$ cat config.mk
export PLATFORM = sky130hd
export DESIGN_NAME = cpu_run_control
export DESIGN_NICKNAME = d
export VERILOG_FILES = /design/src/rtl/cpu_run_control.sv
export SDC_FILE = /design/constraint.sdc
export NUM_CORES = 1
export LEC_CHECK = 0
export BUFFER_PORTS_ARGS = -buffer_cell sky130_fd_sc_hd__buf_2
export CORE_MARGIN = 4
export CORE_UTILIZATION = 48
export DETAILED_ROUTE_END_ITERATION = 7
export PLACE_DENSITY = 0.77
export SYNTH_ARGS = -nofsm -noshare
export SYNTH_HDL_FRONTEND = slang
export SYNTH_SLANG_ARGS = --single-unit
$ cat constraint.sdc
create_clock -name clk -period 2.31 [get_ports clk]
set_clock_uncertainty 0.2 [all_clocks]
set_input_delay 0.231 -clock clk [delete_from_list [all_inputs] [get_ports clk]]
set_output_delay 0.231 -clock clk [all_outputs]
set_load 0.02 [all_outputs]
$ cat src/rtl/cpu_run_control.sv
// cpu_run_control
//   Run/halt/single-step gate between the 1 MHz clock-enable divider and the
//   6502 core. Each incoming tick is qualified into the CPU clock enable
//   (cpu_ce) according to the run state and the peripheral wait request.
//   A free-running counter records every CPU cycle actually issued.
//
// Ports
//   clk         system clock
//   rst         synchronous, active-high reset
//   tick_in     1-cycle enable pulse from the clock divider
//   run_req     pulse: enter RUN
//   halt_req    pulse: enter HALT (highest priority)
//   step_req    pulse: from HALT, execute step_count CPU cycles
//   step_count  CPU cycles per step request (0 behaves as 1)
//   wait_req    level: peripheral stretch, drops ticks while high
//   clr_count   pulse: clear cycle_count
//   cpu_ce      CPU clock enable (combinational from tick_in)
//   halted      registered, state is HALT
//   stepping    registered, state is STEP
//   steps_left  CPU cycles remaining in the current step
//   cycle_count number of cpu_ce pulses issued, wraps
module cpu_run_control #(
  parameter int CYCLE_W      = 32,
  parameter int STEP_W       = 16,
  parameter bit RESET_HALTED = 1'b0
) (
  input  logic               clk,
  input  logic               rst,
  input  logic               tick_in,
  input  logic               run_req,
  input  logic               halt_req,
  input  logic               step_req,
  input  logic [STEP_W-1:0]  step_count,
  input  logic               wait_req,
  input  logic               clr_count,
  output logic               cpu_ce,
  output logic               halted,
  output logic               stepping,
  output logic [STEP_W-1:0]  steps_left,
  output logic [CYCLE_W-1:0] cycle_count
);

  localparam logic [1:0] ST_RUN  = 2'd0;
  localparam logic [1:0] ST_HALT = 2'd1;
  localparam logic [1:0] ST_STEP = 2'd2;

  localparam logic [1:0] ST_RESET = RESET_HALTED ? ST_HALT : ST_RUN;

  logic [1:0]         r_state;
  logic [1:0]         w_state_next;
  logic [STEP_W-1:0]  r_steps_left;
  logic [STEP_W-1:0]  w_steps_next;
  logic [CYCLE_W-1:0] r_cycle_count;
  logic               r_halted;
  logic               r_stepping;
  logic               w_ce;

  // Ticks seen while wait_req is high are simply lost; the CPU cycle is
  // stretched until the next tick with wait_req low. rst gates the enable
  // so the core never advances while reset is held.
  assign w_ce = tick_in & ~wait_req & ~rst &
                ((r_state == ST_RUN) | (r_state == ST_STEP));

  always_comb begin
    w_state_next = r_state;
    w_steps_next = r_steps_left;
    case (r_state)
      ST_RUN: begin
        if (halt_req) begin
          w_state_next = ST_HALT;
        end
      end
      ST_HALT: begin
        if (halt_req) begin
          w_state_next = ST_HALT;
        end else if (step_req) begin
          w_state_next = ST_STEP;
          w_steps_next = (step_count == '0) ? STEP_W'(1) : step_count;
        end else if (run_req) begin
          w_state_next = ST_RUN;
        end
      end
      ST_STEP: begin
        // A cpu_ce coinciding with an abort still goes out (w_ce is
        // independent of the requests); only the bookkeeping is dropped.
        if (halt_req) begin
          w_state_next = ST_HALT;
          w_steps_next = '0;
        end else if (run_req) begin
          w_state_next = ST_RUN;
          w_steps_next = '0;
        end else if (w_ce) begin
          w_steps_next = r_steps_left - 1'b1;
          // Leave on the edge of the last issued cycle so exactly N pulses go out.
          if (r_steps_left == STEP_W'(1)) begin
            w_state_next = ST_HALT;
          end
        end
      end
      default: begin
        w_state_next = ST_RESET;
        w_steps_next = '0;
      end
    endcase
  end

  always_ff @(posedge clk) begin
    if (rst) begin
      r_state      <= ST_RESET;
      r_steps_left <= '0;
      r_halted     <= (ST_RESET == ST_HALT);
      r_stepping   <= 1'b0;
    end else begin
      r_state      <= w_state_next;
      r_steps_left <= w_steps_next;
      r_halted     <= (w_state_next == ST_HALT);
      r_stepping   <= (w_state_next == ST_STEP);
    end
  end

  // Clear and count in the same cycle leaves the count at 1: the cleared
  // value plus the cycle just issued.
  always_ff @(posedge clk) begin
    if (rst) begin
      r_cycle_count <= '0;
    end else if (clr_count) begin
      r_cycle_count <= w_ce ? CYCLE_W'(1) : '0;
    end else if (w_ce) begin
      r_cycle_count <= r_cycle_count + 1'b1;
    end
  end

  assign cpu_ce      = w_ce;
  assign halted      = r_halted;
  assign stepping    = r_stepping;
  assign steps_left  = r_steps_left;
  assign cycle_count = r_cycle_count;

endmodule
==> reports/qor.txt <==
Non-filler cells, final: 513
Sw power: 0.421 mW
Final non-filler cell area: 0.00361 mm²
Sequential share of the synthesized area: 36.8%
Synth cell count leaders: dfxtp_1 (52), nor2_1 (43), nand2_1 (29)
Max incr delay on CP: 470 ps
Drt via density: 5.82
Share of layout cells above drive strength 1: 28.1%
GR Util All Layers: 22.7%
Leak: 1.48 nW
Slowest-stage cell, CP: a221o_2
Worst-path clk slew: 100 ps
Multi-input logic area: 0.00174 mm²
CTS tree: yes
Seq cells post-synth: 52
Final ANT Viol Nets: 0
Total core area: 0.00561 mm²
Pin count of the biggest net entering global routing: 31
Max_slew headroom: 62.4%
Run status: finished, final reports clean
Port Buf Inserts: 74
Yosys top cell by area: dfxtp_1
Syn Nets: 372
IO Pins: 75
CTS root buf: clkbuf_8
Largest cells by area after synthesis: dfxtp_1 (37%), xor2_1 (6.8%), nor2_1 (5.7%)
Pint: 1.32 mW
Ordered list of cells on the worst path: inv_1 -> ha_1 -> nor3b_2 -> a221o_2 -> nor2_2 -> nand3_1 -> o311ai_0
Synth unique cells: 49
First-pass GRT wire length: 13500 µm
TritonCTS buffer count: 5
Crit share post-route: 94.6%
Clock Path Buffers: 2
Top-count cell post-synth: dfxtp_1
Initial Util: 50.5%
Main flop type after synthesis: dfxtp_1
GRT Residual Overflow: 0
ANT cells: 0
Avg Inst Size Synth: 8.30 µm²
Async SR Flop Fraction: 0%
Synth Warn #: 0
Sequential Area: 0.00104 mm²
Max H-tree Level: 2
Max_cap viols: 0
Worst Setup End Kind: flop
Comb power frac: 9.9%
Worst setup SP type: flop
Pre-CTS WS: -3.23 ps
Setup TNS: 0 ps
Final worst slack: 126 ps
RePlAce Congestion: 0.963
Clock latency on the worst-skew pair: 310 ps
Max Slew Vio Count: 0
Total standard cell area after synthesis: 0.00283 mm²
Post-synthesis instance total: 341
Critical Path AT: 2170 ps
Die area: 0.00719 mm²
Hold violation count in the final report: 0
Seq pwr share: 52.0%
Final nets: 471
Dpl hpwl: 6170 µm
Final min period: 2180 ps
Routed len/inst: 15.9 µm
Area added between synthesis and finish: 27.6%
Initial antenna violation count: 0
Die X: 84.8 µm
Fmax: 0.458 GHz
Setup violators final: 0
Max VDD drop: 311 µV
Routed vias: 2985
# rows: 27
Cell family with most CP delay: compound AO/OA/AOI/OAI gates
Maximum fanout along the worst path: 6
Die height: 84.8 µm
Clock share of power: 38.1%
DRC violations left: 0
Hold Crit Class: input pin to flop
Final Routed Wirelength: 8170 µm
Post-synth EDFFs: 0
Placement Cell Area: 0.00343 mm²
Switch share: 24.1%
Bufs and invs on worst path: 1
Initial DRT Pass Iterations: 4
Fillers: 521
CP Data Required Time: 2290 ps
Crit path kind: flop to flop
Inst Count DP: 501
Num Clock Sinks: 52
Initial drt markers: 232
Pwr per Cell Area: 483 mW/mm²
RSZ-0062 raised after global routing: yes
WHS: 26.4 ps
Yosys top cell area share: 36.8%
Vias in the first global route: 2813
Worst-Margin Slew: 564 ps
-- layout make-up --
type / instances / area share [%]
inverter: 9 / 0.935
timing repair buffer: 102 / 16.3
clock buffer: 6 / 2.29
multi-input combinational: 270 / 48.0
sequential: 52 / 28.8
tap: 72 / 2.49
clock inverter: 2 / 1.07
-- final timing paths --
path | start | endpoint | slack (ps) | cells past startpoint
setup / recovery | r_state[0] | steps_left[9] | 130 | 7
hold / removal | step_count[8] | steps_left[8] | 30 | 3
setup reg to reg | r_state[0] | steps_left[9] | 130 | 7
hold reg to reg | cycle_count[31] | cycle_count[31] | 300 | 2
-- cells by family after synthesis --
kind of cell               count (synthesis)  share of synthesized area, %
xor gates and xnor gates                  34                          10.5
DFF                                       52                          36.8
adders and majority gates                  7                          3.09
and+or+nand+nor                          167                          32.5
AOI/OAI and AO/OA                         62                          14.3
buffers and inverters                     19                          2.83
-- placed cells by master (no fill, tap or decap), drive strengths merged, types with 2 or more instances in the layout --
cell type / count
nand2b: 3
or4: 2
and3: 4
nor3b: 3
xor2: 22
dfxtp: 52
nand3: 19
a21oi: 12
a41oi: 2
o211ai: 4
and2: 4
buf: 98
o311ai: 2
nor2b: 3
nand4: 21
o21ai: 21
nor3: 8
or2: 2
nand3b: 3
nor4: 12
o32ai: 2
a22oi: 8
xnor2: 12
or3: 5
ha: 7
inv: 9
nor2: 43
dlygate4sd3: 4
a21o: 2
clkbuf: 6
nand2: 29
and4: 4
-- sequential cells by signal (all words and copies together) (netlist names) --
signal	cells
r_state	2
stepping	1
halted	1
steps_left	16
cycle_count	32
-- per-stage QoR --
stage | utilization, % | total power, mW
2_1_floorplan | - | 1.02
3_3_place_gp | 61.1 | 1.08
3_5_place_dp | 61.1 | 1.09
4_1_cts | 64.0 | 1.75
5_1_grt | 64.4 | 1.82
6_report | 64.4 | 1.74
-- worst min-delay path: cells and delay by family --
kind	cells	cell delay (ps)
buf+inv	1	90
compound gates	2	180
-- power by group through the flow --
stage / clock (mW) / combinational (mW) / sequential, mW
5_1_grt: 0.720 / 0.188 / 0.907
4_1_cts: 0.679 / 0.166 / 0.906
2_1_floorplan: 0 / 0.0870 / 0.930
3_5_place_dp: 0 / 0.159 / 0.927
6_report: 0.665 / 0.173 / 0.906
3_3_place_gp: 0 / 0.156 / 0.927
-- metal layers --
metal | global-route usage [%] | part of all wire (%)
met1 | 28.4 | 42
met2 | 40.0 | 51
met3 | 3.63 | 6.0
met4 | 6.91 | 1.7
met5 | 0 | 0
-- repair_timing --
item	in CTS	in global routing
hold endpoints to repair	4	0
cloned	0	0
setup buffers	0	0
hold buffers	4	0
setup endpoints to repair	1	15
pin swaps	0	1
gates resized for setup	1	8
(Power assumes the default switching activity.)
